===== config.mk =====
export PLATFORM = sky130hd
export DESIGN_NAME = neuron_layer_sched
export DESIGN_NICKNAME = d
export VERILOG_FILES = /design/src/rtl/neuron_pkg.sv /design/src/rtl/neuron_post_act.sv /design/src/rtl/neuron_layer_sched.sv
export SDC_FILE = /design/constraint.sdc
export NUM_CORES = 1
export LEC_CHECK = 0
export CORE_ASPECT_RATIO = 0.7
export CORE_UTILIZATION = 30
export DETAILED_ROUTE_END_ITERATION = 16
export SYNTH_ARGS = -nofsm -noshare
export SYNTH_HDL_FRONTEND = slang
export SYNTH_HIERARCHICAL = 1
export SYNTH_SLANG_ARGS = --single-unit

===== constraint.sdc =====
create_clock -name clk -period 3.1 [get_ports clk]
set_clock_uncertainty 0.05 [all_clocks]
set_input_delay 0.62 -clock clk [delete_from_list [all_inputs] [get_ports clk]]
set_output_delay 0.62 -clock clk [all_outputs]
set_load 0.05 [all_outputs]

===== src/rtl/neuron_pkg.sv =====
// Shared types and helpers for the dense-layer neuron scheduler.
// Holds the FSM state encoding, default data width and activation predicate.
package neuron_pkg;

    localparam int DW_DEF = 16;

    typedef enum logic [2:0] {
        IDLE,
        FETCH,
        WAIT,
        MAC,
        OUT
    } state_e;

    // True when the activation must force the result to zero (negative under ReLU).
    function automatic logic relu_clamp(input logic en, input logic sign);
        return en & sign;
    endfunction

endpackage


===== src/rtl/neuron_post_act.sv =====
// Post-MAC stage: bias add (wrapping) followed by optional ReLU.
// Kept combinational so a pipelined MAC can later slot in ahead of it.
module neuron_post_act
    import neuron_pkg::*;
#(
    parameter int DW      = DW_DEF,
    parameter bit RELU_EN = 1'b1
) (
    input  logic [DW-1:0] mac_result_i,
    input  logic [DW-1:0] bias_i,
    output logic [DW-1:0] result_o
);

    logic [DW-1:0] sum;

    assign sum      = mac_result_i + bias_i;
    assign result_o = relu_clamp(RELU_EN, sum[DW-1]) ? '0 : sum;

endmodule


===== src/rtl/neuron_layer_sched.sv =====
// Time-multiplexes one external combinational MAC over the M neurons of a
// dense layer: latch vector, then per neuron fetch row/bias, MAC, stream out.
module neuron_layer_sched
    import neuron_pkg::*;
#(
    parameter int N       = 4,
    parameter int M       = 8,
    parameter int DW      = DW_DEF,
    parameter bit RELU_EN = 1'b1,
    parameter int AW      = (M > 1) ? $clog2(M) : 1
) (
    input  logic            clk,
    input  logic            rst_n,
    input  logic            in_valid,
    output logic            in_ready,
    input  logic [DW*N-1:0] in_data,
    output logic            mem_rd_en,
    output logic [AW-1:0]   mem_addr,
    input  logic [DW*N-1:0] mem_w_data,
    input  logic [DW-1:0]   mem_b_data,
    output logic [DW*N-1:0] mac_inputs,
    output logic [DW*N-1:0] mac_weights,
    input  logic [DW-1:0]   mac_result,
    output logic            out_valid,
    input  logic            out_ready,
    output logic [DW-1:0]   out_data,
    output logic [AW-1:0]   out_idx,
    output logic            out_last,
    output logic            busy
);

    localparam logic [AW-1:0] LAST_IDX = AW'(M - 1);

    state_e          state_q, state_d;
    logic [AW-1:0]   j_q, j_d;
    logic [DW*N-1:0] x_q, x_d;
    logic [DW*N-1:0] w_q, w_d;
    logic [DW-1:0]   b_q, b_d;
    logic [DW-1:0]   od_q, od_d;
    logic [AW-1:0]   oidx_q, oidx_d;
    logic            olast_q, olast_d;
    logic [DW-1:0]   act;

    neuron_post_act #(
        .DW      (DW),
        .RELU_EN (RELU_EN)
    ) u_post_act (
        .mac_result_i (mac_result),
        .bias_i       (b_q),
        .result_o     (act)
    );

    always_comb begin
        state_d = state_q;
        j_d     = j_q;
        x_d     = x_q;
        w_d     = w_q;
        b_d     = b_q;
        od_d    = od_q;
        oidx_d  = oidx_q;
        olast_d = olast_q;
        case (state_q)
            IDLE: begin
                if (in_valid) begin
                    x_d     = in_data;
                    j_d     = '0;
                    state_d = FETCH;
                end
            end
            FETCH: state_d = WAIT;
            WAIT: begin
                // Memory has one cycle of read latency: data is on the bus now.
                w_d     = mem_w_data;
                b_d     = mem_b_data;
                state_d = MAC;
            end
            MAC: begin
                od_d    = act;
                oidx_d  = j_q;
                olast_d = (j_q == LAST_IDX);
                state_d = OUT;
            end
            OUT: begin
                if (out_ready) begin
                    if (j_q == LAST_IDX) begin
                        state_d = IDLE;
                    end else begin
                        j_d     = j_q + AW'(1);
                        state_d = FETCH;
                    end
                end
            end
            default: state_d = IDLE;
        endcase
    end

    always_ff @(posedge clk or negedge rst_n) begin
        if (!rst_n) begin
            state_q <= IDLE;
            j_q     <= '0;
            x_q     <= '0;
            w_q     <= '0;
            b_q     <= '0;
            od_q    <= '0;
            oidx_q  <= '0;
            olast_q <= 1'b0;
        end else begin
            state_q <= state_d;
            j_q     <= j_d;
            x_q     <= x_d;
            w_q     <= w_d;
            b_q     <= b_d;
            od_q    <= od_d;
            oidx_q  <= oidx_d;
            olast_q <= olast_d;
        end
    end

    assign in_ready    = (state_q == IDLE);
    assign busy        = (state_q != IDLE);
    assign mem_rd_en   = (state_q == FETCH);
    assign mem_addr    = j_q;
    assign mac_inputs  = x_q;
    assign mac_weights = w_q;
    assign out_valid   = (state_q == OUT);
    assign out_data    = od_q;
    assign out_idx     = oidx_q;
    assign out_last    = olast_q;

endmodule


# After elaboration in Yosys (flattened, before gate mapping)
# Cells that the tools add are included.
[word_totals]
input_bits = 164
reg_bits = 170
elab_cells = 33
[op_classes]
n_addsub = 2
muxes = 9
n_eq_ne = 8
reduce_logical = 6
[op_table]
columns = ["cell", "count"]
rows = [
  ["$add 16x16->16", 1],
  ["$mux 15", 1],
  ["$mux 3", 5],
  ["$pmux 3 s5", 1],
  ["$eq 3x2->1 const B", 2],
  ["$eq 3x3->1 const B", 2],
  ["$pmux 3 s2", 1],
  ["$ne 2x2->1 const B", 2],
  ["$reduce_and 2->1", 2],
  ["$reduce_and 4->1", 1],
  ["$add 3x1->3 const B", 1],
  ["$eq 3x1->1 const B", 1],
  ["$logic_not 3->1", 1],
  ["$reduce_bool 3->1", 1],
  ["$ne 2x1->1 const B", 1],
  ["$reduce_bool 2->1", 1],
  ["$mux 1", 1],
]

# Longest topological paths before layout
[logic_depth]
ltp_word = 4
mapped_depth = 10
mapped_depth_nobuf = 9

# By module
# Netlist, hierarchy kept.
[by_module_without_submodules]
columns = ["mod", "cells_per_inst", "area_per_inst_um2", "seq_area_each_um2", "instances"]
rows = [
  ["neuron_layer_sched", 380, 6707.7, 4254.1, 1],
  ["neuron_post_act", 118, 893.4, 0.0, 1],
]

# Worst setup path before layout
# No wires, ideal clock.
[synth_timing]
kind = "input to register"
start = "in mac_result[12]"
end = "reg od_q[10] (netlist: out_data[10])"
arrival_ps = 2607
stages = 10
path_slack_ps = 318
cell_sequence = "ha_1 buf_2 a21o_2 nor3_1 a221o_2 mux2i_1 a311oi_2 buf_4 nor2_1 mux2_2"
[synth_via]
elab_chain_cells = 2
[synth_lines]
columns = ["element", "line", "source"]
rows = [
  ["start: declaration", "neuron_layer_sched.sv:23", "input logic [DW-1:0] mac_result,"],
  ["$add 16x16->16", "neuron_post_act.sv:16", "assign sum = mac_result_i + bias_i;"],
  ["$mux 15", "neuron_post_act.sv:17", "assign result_o = relu_clamp(RELU_EN, sum[DW-1]) ? '0 : sum;"],
  ["via act[10]", "neuron_layer_sched.sv:42", "logic [DW-1:0] act;"],
  ["end signal: assignment", "neuron_layer_sched.sv:104", "od_q <= '0;"],
  ["end signal: assignment", "neuron_layer_sched.sv:113", "od_q <= od_d;"],
  ["end: declaration", "neuron_layer_sched.sv:39", "logic [DW-1:0] od_q, od_d;"],
]
# The timed path passes the listed nets, and every way through them passes these cells.
# A chain may end at the register's enable or synchronous reset.

# Worst setup path after layout
[layout_timing]
start = "reg state_q[0]"
end = "out out_valid"
[layout_via]
elab_chain_cells = 1
[layout_lines]
columns = ["element", "line", "source"]
rows = [
  ["start: declaration", "neuron_layer_sched.sv:34", "state_e state_q, state_d;"],
  ["start signal: assignment", "neuron_layer_sched.sv:108", "state_q <= state_d;"],
  ["$eq 3x3->1", "neuron_layer_sched.sv:125", "assign out_valid = (state_q == OUT);"],
  ["end: declaration", "neuron_layer_sched.sv:24", "output logic out_valid,"],
]
# No other way between the ends.

==> summary.txt <==
Global routing
  – Antenna violations before repair: 0
  – GR Util All Layers: 16.1%
  – Vias in the first global route: 5,472
  – Largest net degree at the start of global routing: 70
  – First-pass GRT wire length: 31,500 um
  – Gr ovfl total: 0

Die
  – Core Box Area: 24,700 sq um
  – IO Count: 319
  – Chip height: 135 um
  – Die area: 26,000 sq um
  – Die X: 192 um
  – Row Count: 48
  – Starting Density: 30.7%

Clock tree
  – CTS tree: yes
  – Post-CTS Setup Bufs: 0
  – Clock-pin slew of the registers on the worst-case setup and hold paths: 0.07 ns
  – TritonCTS Buffers: 17
  – Depth of the CTS H-tree: 4
  – Worst-skew pair later-pin latency: 0.42 ns
  – Hold Buf Count CTS: 0
  – Clock tree buffer depth: 2
  – CTS sink count: 170
  – Root Buffer: clkbuf_16
  – Post-CTS Resized: 0

Synthesis
  – Share of the yosys chip area belonging to registers: 56.0%
  – Mean area per synthesized cell: 15.3 sq um
  – Most common cell in the synthesized netlist: dfrtp_1
  – Yosys top cell area share: 56.0%
  – Post-synth top cells: dfrtp_1, mux2_2, mux2_4
  – Synth async-reset ratio: 100%
  – Post-synthesis cell area: 7600 sq um
  – Number of enable flip-flop cells after synthesis: 0
  – Synth cell types: 52
  – Post-synth top area cell: dfrtp_1
  – Synthesis-stage register bit count: 170
  – Syn_nets: 680
  – Yosys warning count: 6
  – Ys flop type: dfrtp_1
  – Synth Instances: 498
  – Ranking of synthesized cells by area: dfrtp_1, mux2_2, mux2_4

STA
  – Minimum clock period: 2.87 ns
  – Setup TNS: 0 ns
  – Hold Vio Cnt, Final: 0
  – Final setup viols: 0
  – Max Fclk: 0.349 GHz
  – RSZ-0062 raised after global routing: false
  – Fin. max-slew vios: 0
  – Slew margin rel.: 51.5%
  – Final Cycle Share: 92.5%
  – Measured slew at the worst slew-check pin: 0.727 ns

Layout
  – Seq. cell area: 4250 sq um
  – Area Growth Syn to Fin: 56.8%
  – Diode count: 0
  – # fillers: 2,229
  – Final net count: 1,035
  – Layout cells sized above 1: 29.3%
  – Multi-input logic area: 3110 sq um

Placed design
  – Detailed placement HPWL: 15,700 um
  – # port buffers: 318
  – Gpl congestion: 0.858

Worst setup path
  – Critical path origin: state_q[0]
  – Worst setup SP type: register
  – Crit end category: output port
  – Arrival time at the worst endpoint: 2.20 ns
  – Crit path max fanout: 7
  – Worst R2R Path Depth: 9
  – Worst Path Required: 2.43 ns
  – RR Startpoint: b_q[1]
  – Crit Path Category: reg -> out

Drt
  – M1 wire length: 9490 um
  – WL/cell: 17.4 um
  – Met2 WL: 9440 um
  – Total iterations of the first detailed-routing run: 4
  – DRC violations left: 0
  – Max layer used: met4
  – Routed Antenna Nets: 0
  – Via/cell ratio: 4.49
  – DR WL met3: 1660 um
  – Via count: 5,342
  – DRT Wirelength: 20,800 um
  – Number of DRC markers in iteration 0: 183

Power and ir drop
  – Pwr/cell area: 1350 nW/um^2
  – Lkg Pwr: 5.05 nW
  – Max IR drop VDD: 0.831 mV
  – Pwr Total: 16.1 mW

Run status
  – Status: finished, final reports clean

Min path
  – Min-delay worst type: in -> async

Flow run
  – Max cap viols: 0
==> cells in the final DEF, fill, tap and decap left out, types with 3 or more instances in the layout <==
cell / n
a21oi_1: 12
buf_12: 4
buf_4: 35
clkbuf_1: 3
clkbuf_16: 17
clkbuf_8: 3
clkdlybuf4s50_1: 317
clkinvlp_4: 3
dfrtp_1: 170
ha_1: 17
inv_1: 5
mux2_2: 104
mux2_4: 60
mux2i_1: 3
nand2_1: 7
nand2b_1: 3
nand3_1: 4
nor2_1: 17
nor3_1: 4
nor3b_1: 3
o21ai_0: 12
o31ai_1: 3
or2_2: 3
xnor2_1: 5
xor2_1: 5
==> through the flow <==
step / cell area, sq um / worst slack (ns) / instances / util, % / hold slack [ns]
2_1_floorplan: 7600 / 0.318 / 498 / - / 0.274
3_3_place_gp: 11300 / -0.116 / 1159 / 45.8 / 0.438
3_5_place_dp: 11300 / -0.128 / 1159 / 45.8 / 0.441
4_1_cts: 11900 / 0.188 / 1191 / 48.2 / 0.185
5_1_grt: 11900 / 0.144 / 1191 / 48.2 / 0.192
6_report: 11900 / 0.233 / 1191 / 48.2 / 0.165
==> where the power goes <==
| group | switching (mW) | leakage [nW] | internal, mW |
|---|---|---|---|
| Sequential | 0.619 | 2.03 | 3.35 |
| Clock | 0.900 | 0.280 | 1.26 |
| Combinational | 5.78 | 2.75 | 4.17 |
==> sequential cells by signal, summed over array words and instances, names as in the netlist <==
name	flops
mem_addr	3
state_q	3
b_q	16
out_data	16
out_last	1
mac_inputs	64
mac_weights	64
out_idx	3
==> path summary, 6_finish.rpt <==
check                      slack (ns)               to
max in group asynchronous        2.14  mac_weights[27]
min reg2reg                      0.45     out_data[10]
max                              0.23        out_valid
max reg2reg                      0.48     out_data[13]
min in group clk                 0.45     out_data[10]
min                              0.16  mac_weights[38]
==> worst max-delay path, cell delays in order (launching register included) <==
cell	delay [ns]
dfrtp_1	0.45
or2_2	0.37
nor2_1	0.10
clkdlybuf4s50_1	0.84
==> final cells by class <==
| cell class | count | share of cell area (%) |
|---|---|---|
| tap | 325 | 3.41 |
| clock inverter | 9 | 0.955 |
| clock buffer | 23 | 4.01 |
| multi-input combinational | 301 | 26.1 |
| sequential | 170 | 35.7 |
| timing repair buffer | 357 | 29.6 |
| inverter | 6 | 0.189 |
==> metal layers <==
layer  track usage [%]  vias up
met1              21.7     2648
met2              24.5      189
li1                  -     2497
met4              4.59        0
met5                 0        -
met3              5.52        8
==> kinds of logic after synthesis <==
group	synth area share, %
AOI/OAI and AO/OA	4.81
xor gates and xnor gates	1.15
adders and majority gates	3.06
buffers and inverters	3.13
DFF	56.0
muxes	27.7
other	0.0493
and+or+nand+nor	4.18
Power figures use the tool's default switching activity.
==> variant (config.mk and constraints unchanged) <==
Change the parameter `M` from 8 to 32.
--- a/src/rtl/neuron_layer_sched.sv
+++ b/src/rtl/neuron_layer_sched.sv
@@ -5,5 +5,5 @@
 #(
     parameter int N       = 4,
-    parameter int M       = 8,
+    parameter int M       = 32,
     parameter int DW      = DW_DEF,
     parameter bit RELU_EN = 1'b1,
Interface: changed (resized mem_addr and out_idx); port bits go from 319 to 323. No check against the original RTL was run, so the function may have changed too.
==> variant against the original RTL <==
  * Power rose by 1.5%
  * Critical path depth unchanged
  * Via count up 0.97%
  * Synthesized cell count is 4.8% higher
  * Die area grew 3.0%
  * Routed wire length down 4.2%
  * Area after synthesis rose by 3.0%
  * Sequential cell count grew 4
  * Design area up 2.0%
  * Sequential share of layout area up 0.12 points
  * Setup slack worse by 34 ps
==> variant: results (changes against the original RTL) <==
Finish
  – Layout non-clock buf frac: 29.1% (-0.46 points)
  – Multi-input gate share of total cell area: 26.3% (+0.13 points)
  – Number of nets in the layout: 1056 (+2.0%)
  – Multi-input gate area: 3190 um^2 (+2.5%)
  – Clock buffer instance count of the final layout: 21 (-8.7%)
  – #MultiIn Comb: 315 (+4.7%)
  – Inserted Diodes: 0 (unchanged)
  – Fillcell total: 2345 (+5.2%)
  – Clk cell area share: 5.06% (+0.097 points)
  – Non-clock buffer count: 356 (-0.28%)
  – Count of non-filler cells in the finished layout: 1218 (+2.3%)
  – Non-clock inverter instance count of the final layout: 10 (+4)
  – Share of final-layout standard cells stronger than drive strength 1: 28.0% (-1.4 points)
  – FF+latch area: 4350 um^2 (+2.4%)

Placed design
  – Placement Setup Slack: -182 ps (-53.6 ps)
  – Total half-perimeter wirelength after legalization and detailed placement: 14700 um (-6.0%)
  – Count of buffers from port buffering: 322 (+1.3%)
  – Placed instance area: 11500 um^2 (+1.9%)
  – Routability-driven placement congestion ratio: 0.792 (-7.6%)

GRT
  – Met2 usage: 22.3% (-2.2 points)
  – M3 GR Usage: 5.04% (-0.47 points)
  – Largest net degree at the start of global routing: 82 (+17%)
  – Met1 GRT Util: 20.2% (-1.5 points)
  – Global-route usage over all layers: 14.8% (-1.3 points)
  – Global-route wire length before repair: 30600 um (-3.0%)
  – Number of global-route vias before repair: 5440 (-0.58%)

STA
  – Worst hold slack: 170 ps (+4.63 ps)
  – Minimum period implied by the final worst setup slack: 2900 ps (+34.1 ps)
  – Headroom to the max-slew limit: 54.3% (+2.8 points)

Route
  – DRC viols: 0 (unchanged)
  – Detail-routed via count per cell: 4.43 (-1.3%)
  – Routed length on met3: 1350 um (-19%)
  – Metal-1 WL: 9280 um (-2.2%)
  – Routed length on met2: 9050 um (-4.2%)
  – WL final: 19900 um (-4.2%)
  – DR pass1 iterations: 5 (+1)
  – Drt first-iter violations: 168 (-8.2%)

Critical path
  – Data arrival at the endpoint of the critical path: 2230 ps (+30 ps)
  – Worst Setup Start Kind: flop
  – Worst R2R End: out_data[13]$_DFFE_PN0N_
  – Delay contributed by the slowest stage of the critical path: 800 ps (-40 ps)
  – Reg-to-reg slack, setup: 500 ps (+20 ps)

Logic synthesis
  – Synth cell types: 59 (+13%)
  – Cell types with the largest area share after synthesis: dfrtp_1, mux2_2, mux2_4, ha_1, buf_12
  – Ranking of synthesized cells by instance count: dfrtp_1, mux2_2, mux2_4
  – Syn nets: 704 (+3.5%)
  – Count of mapped cells out of synthesis: 522 (+4.8%)
  – Seq/Total Area, Yosys: 55.6% (-0.37 points)

Power and ir drop
  – Largest voltage drop on the vdd net: 575 uV (-31%)
  – Static leakage: 5.17 nW (+2.2%)

Status
  – Status: finished, final reports clean

Floorplanning
  – Tapcells: 331 (+1.8%)
==> variant: where the power goes <==
group          internal, mW  switching (mW)
sequential             3.42           0.617
clock                  1.32           0.931
combinational          4.20            5.82
==> variant: kinds of logic (layout without fill, tap and decap cells) <==
| group | count (synthesis) | after routing | synth area share [%] |
|---|---|---|---|
| xor gates and xnor gates | 10 | 10 | 1.12 |
| adders and majority gates | 18 | 18 | 2.97 |
| and+or+nand+nor | 71 | 71 | 5.11 |
| muxes | 165 | 165 | 26.6 |
| other | 1 | 1 | 0.0479 |
| DFF | 174 | 174 | 55.6 |
| buffers and inverters | 33 | 398 | 3.69 |
| AOI/OAI and AO/OA | 50 | 50 | 4.89 |
==> variant: worst max-delay path: cells and delay by family, from the launching register on <==
| family | cells | cell delay [ps] |
|---|---|---|
| buffers and inverters | 2 | 880 |
| DFF | 1 | 460 |
| and+or+nand+nor | 1 | 460 |
